===== src/rtl/ring_entry_buf.sv =====
// ring_entry_buf
// Ring entry node for the core-to-core message ring. Ring traffic is
// forwarded with a fixed one-cycle latency. Local packets are buffered in a
// DEPTH-entry FIFO and injected onto the ring while this node holds the
// token. Up to MAX_PKTS complete packets are sent per token visit.
//
// Ports:
//   i_clk, i_rst_n                 clock (rising edge), async active-low reset
//   i_reg_data/last/valid          local packet source
//   o_reg_ready                    local beat accepted when valid && ready
//   i_data/i_last/i_valid          upstream ring beat (no backpressure)
//   i_token                        single-cycle token pulse from upstream
//   o_data/o_last/o_valid          downstream ring beat (registered)
//   o_token                        single-cycle token pulse downstream (registered)
//   o_has_token                    high while the node owns the token
//   o_err                          sticky protocol-error flag
module ring_entry_buf #(
  parameter int   DW         = 8,
  parameter int   DEPTH      = 16,
  parameter int   MAX_PKTS   = 1,
  parameter logic TOKEN_INIT = 1'b0
) (
  input  logic          i_clk,
  input  logic          i_rst_n,
  input  logic [DW-1:0] i_reg_data,
  input  logic          i_reg_last,
  input  logic          i_reg_valid,
  output logic          o_reg_ready,
  input  logic [DW-1:0] i_data,
  input  logic          i_last,
  input  logic          i_valid,
  input  logic          i_token,
  output logic [DW-1:0] o_data,
  output logic          o_last,
  output logic          o_valid,
  output logic          o_token,
  output logic          o_has_token,
  output logic          o_err
);

  localparam int AW = $clog2(DEPTH);
  localparam int BW = $clog2(MAX_PKTS + 1);
  localparam logic [BW-1:0] BUDGET_INIT = BW'(MAX_PKTS);
  localparam logic [AW:0]   DEPTH_CNT   = (AW+1)'(DEPTH);

  typedef enum logic [1:0] {FWD, GRANT, SEND} state_t;

  state_t        state_reg;
  logic [BW-1:0] budget_reg;
  logic          tok_pend_reg;
  logic [AW:0]   wr_ptr_reg;
  logic [AW:0]   rd_ptr_reg;
  logic [AW:0]   pkt_cnt_reg;
  logic [DW:0]   mem [DEPTH];

  logic [AW:0]   used;
  logic          full;
  logic          empty;
  logic          push;
  logic          pop;
  logic          pop_last;
  logic          head_last;
  logic [DW-1:0] head_data;
  logic          grant_now;
  logic          start_send;
  logic          sending;
  logic [BW-1:0] budget_cur;
  logic [BW-1:0] budget_dec;
  logic [AW:0]   pkt_cnt_next;

  always_comb begin
    used       = wr_ptr_reg - rd_ptr_reg;
    full       = (used == DEPTH_CNT);
    empty      = (used == '0);
    {head_last, head_data} = mem[rd_ptr_reg[AW-1:0]];
    push       = i_reg_valid && !full;
    // GRANT is never held for a whole cycle: the send/pass decision is taken
    // in the same cycle the token is sampled (or at the first edge after
    // reset when the node starts out owning the token).
    grant_now  = (state_reg == GRANT) || ((state_reg == FWD) && i_token);
    // A full FIFO without a complete packet must still be drained, otherwise
    // an overlong packet would deadlock the local source.
    start_send = grant_now && ((pkt_cnt_reg != '0) || full);
    sending    = start_send || (state_reg == SEND);
    pop        = sending && !empty;
    pop_last   = pop && head_last;
    budget_cur = (state_reg == SEND) ? budget_reg : BUDGET_INIT;
    budget_dec = budget_cur - 1'b1;
    pkt_cnt_next = pkt_cnt_reg + (AW+1)'(push && i_reg_last) - (AW+1)'(pop_last);
  end

  assign o_reg_ready = !full;
  assign o_has_token = (state_reg != FWD);

  // Payload storage is not reset; emptiness is carried by the pointers.
  always_ff @(posedge i_clk) begin
    if (push) begin
      mem[wr_ptr_reg[AW-1:0]] <= {i_reg_last, i_reg_data};
    end
  end

  always_ff @(posedge i_clk or negedge i_rst_n) begin
    if (!i_rst_n) begin
      state_reg    <= TOKEN_INIT ? GRANT : FWD;
      budget_reg   <= BUDGET_INIT;
      tok_pend_reg <= 1'b0;
      wr_ptr_reg   <= '0;
      rd_ptr_reg   <= '0;
      pkt_cnt_reg  <= '0;
      o_data       <= '0;
      o_last       <= 1'b0;
      o_valid      <= 1'b0;
      o_token      <= 1'b0;
      o_err        <= 1'b0;
    end else begin
      if (push) wr_ptr_reg <= wr_ptr_reg + 1'b1;
      if (pop)  rd_ptr_reg <= rd_ptr_reg + 1'b1;
      pkt_cnt_reg <= pkt_cnt_next;

      if ((state_reg == SEND && i_valid) || (o_has_token && i_token)) begin
        o_err <= 1'b1;
      end

      if (sending) begin
        // Upstream ring beats are dropped here; an empty FIFO (overlong
        // packet still arriving) produces a bubble instead of leaving SEND.
        o_valid <= pop;
        o_data  <= pop ? head_data : '0;
        o_last  <= pop_last;
        o_token <= 1'b0;
        if (pop_last && ((budget_dec == '0) || (pkt_cnt_next == '0))) begin
          // Token leaves the cycle after the last injected beat.
          state_reg    <= FWD;
          tok_pend_reg <= 1'b1;
        end else begin
          state_reg  <= SEND;
          budget_reg <= pop_last ? budget_dec : budget_cur;
        end
      end else begin
        o_valid      <= i_valid;
        o_data       <= i_data;
        o_last       <= i_last;
        o_token      <= tok_pend_reg || grant_now;
        tok_pend_reg <= 1'b0;
        state_reg    <= FWD;
      end
    end
  end

endmodule


===== config.mk =====
export PLATFORM = sky130hd
export DESIGN_NAME = ring_entry_buf
export DESIGN_NICKNAME = d
export VERILOG_FILES = /design/src/rtl/ring_entry_buf.sv
export SDC_FILE = /design/constraint.sdc
export NUM_CORES = 1
export LEC_CHECK = 0
export BUFFER_PORTS_ARGS = -buffer_cell sky130_fd_sc_hd__buf_2
export CAP_MARGIN = 15
export CORE_MARGIN = 2
export CORE_UTILIZATION = 60
export CTS_CLUSTER_SIZE = 20
export DETAILED_ROUTE_END_ITERATION = 7
export GPL_ROUTABILITY_DRIVEN = 0
export PLACE_DENSITY = 0.75
export SYNTH_ARGS = -nofsm -noshare
export SYNTH_HDL_FRONTEND = slang
export SYNTH_SLANG_ARGS = --single-unit

===== constraint.sdc =====
create_clock -name i_clk -period 9 [get_ports i_clk]
set_clock_uncertainty 0.2 [all_clocks]
set_input_delay 0.45 -clock i_clk [delete_from_list [all_inputs] [get_ports i_clk]]
set_output_delay 0.45 -clock i_clk [all_outputs]
set_load 0.1 [all_outputs]

* Yosys cells after proc, flatten, opt, wreduce, memory -nomap -nowiden
Memory sizes are Yosys's and may differ from the RTL's.
Cells that the tools add are included.
** Storage, ports and cells
- Flip-flop bits (word level) :: 31
- Memory bits (writable) :: 144
- Input port bits :: 23
- Logic and storage cells :: 60
- Memories kept :: 1
** Memory list
- mem :: depth 16, width 9, read ports 1, clocked after memory_dff 0, write ports 1, RTL line 54 : logic [DW:0] mem [DEPTH];
** Cells by class
- $add $sub $neg :: 6
- Eq/ne operators :: 4
- Muxes and demuxes :: 13
- Bitwise operators :: 2
- Reductions and logical operators :: 23
** Operators by type and width (number)
- $mux W8 :: 2
- $add A5 B1 Y5 const B :: 2
- $logic_not A5 Y1 :: 2
- $logic_and A1 B1 Y1 :: 9
- $mux W1 :: 9
- $logic_or A1 B1 Y1 :: 6
- $add A5 B1 Y5 :: 1
- $eq A5 B5 Y1 const B :: 1
- $reduce_bool A5 Y1 :: 1
- $sub A5 B1 Y5 :: 1
- $sub A5 B5 Y5 :: 1
- $mux W2 :: 2
- $eq A2 B1 Y1 const B :: 1
- $eq A2 B2 Y1 const B :: 1
- $logic_not A1 Y1 :: 2
- $logic_not A2 Y1 :: 1
- $ne A2 B1 Y1 const B :: 1
- $not A1 Y1 :: 2
- $reduce_and A2 Y1 :: 1
- $reduce_bool A2 Y1 :: 1
- $sub A1 B1 Y1 const B :: 1

* Depth between registers and ports, before layout
- Depth in word-level cells :: 13
- Mapped depth :: 20
- Gate-level depth less buffers :: 17

* Least setup slack after synthesis
No wires, ideal clock.
- Kind :: register to register
- From :: register rd_ptr_reg[1]
- To :: register budget_reg
- Setup time :: 0.085 ns
- Arrival :: 3.915 ns
- Data required time :: 8.715 ns
- Slack :: 4.800 ns
- Cell stages (with the launch flop) :: 21
- Buffers on the path :: 3
- Clock period less this slack :: 4.200 ns
- Path through :: dfrtp_1 buf_6 buf_6 inv_1 ha_1 nor2b_1 o211ai_1 and3_1 o31a_1 clkbuf_1 nand2_1 ha_1 inv_1 ha_1 fa_1 a21oi_1 o21bai_1 xnor2_1 nand3_1 or3b_2 o221ai_1
** Between the ends
- Cells in the longest elaborated chain, start to end :: 13
- Elaborated cells between the ends (all ways) :: 21
- Those cells by class :: 3 x add/sub; 1 x eq/ne; 1 x mux; 1 x bitwise; 14 x reduce/logical; 1 x memory
** RTL lines
- start, declared :: RTL line 52 : logic [AW:0] rd_ptr_reg;
- start signal, assigned :: RTL line 117 : if (pop) rd_ptr_reg <= rd_ptr_reg + 1'b1;
- branches (longest 13 deep; another with $sub A5 B5 Y5)
- end signal, assigned :: RTL line 137 : budget_reg <= pop_last ? budget_dec : budget_cur;
- end, declared :: RTL line 49 : logic [BW-1:0] budget_reg;
Parallel ways; which one is timed is not known.
A chain may end at the register's enable or synchronous reset.

* Worst setup path in the final report
Ends and elaborated chain as after synthesis.

==> run metrics <==
status=finished, final reports clean; full die area=13,000 um2; Worst setup EP type=flop; post-synth net total=406; Max-Cap Viols=0; Setup WS pre-CTS=3860 ps; global route total overflow=0; Clk pwr share=0.257; worst-case clock buffer depth=2; Initial Util=0.612; Slew Limit Fails=0; total CTS buffers=17; Worst Hold Class=in2reg; Synth async-reset ratio=0.172; RSZ-0062 raised after global routing=no; period utilisation layout=0.581; # port buffers=36; required time of the critical path=9140 ps; synthesized area per cell=19.9 um2; root buf cell=clkbuf_16; Net Sw Power=1.06 mW; achievable frequency=0.191 GHz; row cnt=40; crit path kind=reg2reg; Worst-Skew Late Latency=430 ps; CP dominant cell by count=ha_1; placed instance count=538; post-synthesis register bit count=174; Largest register FFs=144; most frequent cells in the layout=edfxtp_1 (144), buf_2 (36), dfrtp_1 (27); CTS tree=built; post-layout instance area=8150 um2; Worst Path Buf+Inv=2; DR WL/cell=24.5 um; peak supply drop=0.000224 V; Rel. slew slack=0.462; Synth Cell Area=7290 um2; Syn. warnings=0; placed cell area=7520 um2; main flop type after synthesis=edfxtp_1; CTS clk-pin slew, worst paths=60 ps; Layout Area Growth over Synthesis=11.9%; Total Wirelength=14.0 mm; CP Max Fanout=36; worst slew pin tran=806 ps; commonest non-fill, non-tap cell in the layout=edfxtp_1; via count=3,542; first-pass GRT wire length=21.7 mm; EDFF count, synth=144; CP max stage cell=dfrtp_2; Syn Inst Count=367; Final Hold Fails=0; chip height=114 um; Layout Nets=450; DP Wirelength=8.26 mm; worst path cell trace=inv_1 -> ha_1 -> nor2b_1 -> o211ai_1 -> a21oi_1 -> o31a_1 -> nand2_1 -> ha_1 -> inv_1 -> ha_1 -> fa_1 -> a21oi_1 -> o21bai_1 -> xnor2_1 -> nand3_1 -> or3b_2 -> o221ai_1; Critical Path Start Type=flop; Setup Buffers After CTS=0; Power Density=365 nW/um2; clock sinks=174; sequential cell fraction of total power=0.375; Die Wd=114 um; core area=11,900 um2; initial antenna violation count=0; final worst slack=3770 ps; Post-CTS Resized=0; vias in the first global route=3,627; DR iter-0 viols=311; Int Power=1.91 mW; Final Setup Violations=0; Critical Path AT=5370 ps; Netlist cell types=52; sw frac=0.357; Top Ports=37; CP delay by family, top=compound AO/OA/AOI/OAI gates; LEAKAGE=3.00 nW; layout cells sized above 1=0.229; Layout Utilization=0.685; setup total negative slack=0 ps; H-tree lvl count=4; DRT antenna net count=0; largest net degree at the start of global routing=41; DR pass1 iterations=4; slowest stage delay, CP=900 ps; Vias/cell=6.20; Combinational Power Share=0.369; fin crit period=5230 ps; GRT Total Usage=0.240; Seq/Total Area, Yosys=0.697; Post-Layout Cell Count=571; Remaining DRCs=0; antenna cells=0
-- layout make-up --
| class | instances | area (um2) |
|---|---|---|
| clock buffers | 18 | 429 |
| flip-flops and latches | 174 | 5080 |
| repair buffers | 40 | 213 |
| clock inverters | 14 | 190 |
| inverters | 16 | 60.1 |
| multi-input cells | 162 | 2000 |
| well taps | 147 | 184 |
| fillers | 771 | 3760 |
-- layer usage --
layer	GRT usage	vias to the layer above	wire [um]	share of wire
met2	0.388	119	7280	0.52
met3	0.0625	8	973	0.070
met1	0.320	1825	5600	0.40
met5	0	-	0	0
li1	-	1590	-	-
met4	0.0862	0	130	0.0093
-- metrics by stage --
stage / hold WS, ps / power, mW
final: 29.6 / 2.97
after global placement: 246 / 2.19
after CTS: 14.4 / 2.99
after floorplan: -45.6 / 2.02
after detailed placement: 248 / 2.23
after global routing: 13.6 / 3.13
-- kinds of logic (layout without fill, tap and decap cells) --
family	count (synthesis)	in the layout	synth area share
compound gates	31	31	0.0323
mux	46	46	0.152
simple gates	55	55	0.0450
fa+ha+maj	16	16	0.0285
buf+inv	31	88	0.0288
xor+xnor	14	14	0.0168
flops	174	174	0.697
-- repair_timing --
| item | CTS | global route |
|---|---|---|
| setup endpoints to repair | 0 | 0 |
| hold buffers | 1 | 0 |
| hold endpoints to repair | 29 | 0 |
-- synth_stat cells (all sizes together), types with 2 or more instances --
cell type | number | share of area
nor3 | 6 | 0.0057
edfxtp | 144 | 0.59
buf | 11 | 0.016
xnor2 | 10 | 0.012
nand2b | 2 | 0.0017
a21o | 2 | 0.0021
dlymetal6s2s | 2 | 0.0034
nand2 | 6 | 0.0031
xor2 | 4 | 0.0048
mux4 | 44 | 0.15
nand3 | 6 | 0.0041
a21oi | 7 | 0.0048
clkbuf | 2 | 0.0010
dfrtp | 29 | 0.10
a22o | 8 | 0.0096
ha | 15 | 0.026
o21ai | 3 | 0.0021
nor2b | 3 | 0.0026
nor2 | 6 | 0.0041
or3 | 2 | 0.0017
inv | 16 | 0.0082
and3 | 16 | 0.014
-- final timing paths --
check	slack (ps)	cells after the start	from	endpoint
setup / recovery	3770	17	rd_ptr_reg[1]	budget_reg
min in group asynchronous	420	2	i_rst_n	pkt_cnt_reg[2]
setup reg to reg	3770	17	rd_ptr_reg[1]	budget_reg
max in group asynchronous	7670	2	i_rst_n	rd_ptr_reg[1]
hold reg to reg	260	1	o_err	o_err
hold / removal	30	2	i_last	o_last
-- power groups by stage --
stage | Combinational [mW] | Sequential (mW) | Clock (mW)
final | 1.10 | 1.11 | 0.764
after global routing | 1.19 | 1.13 | 0.806
after CTS | 1.10 | 1.12 | 0.773
after detailed placement | 1.10 | 1.13 | 0
after global placement | 1.06 | 1.13 | 0
after floorplan | 0.747 | 1.27 | 0
(Power assumes the default switching activity.)
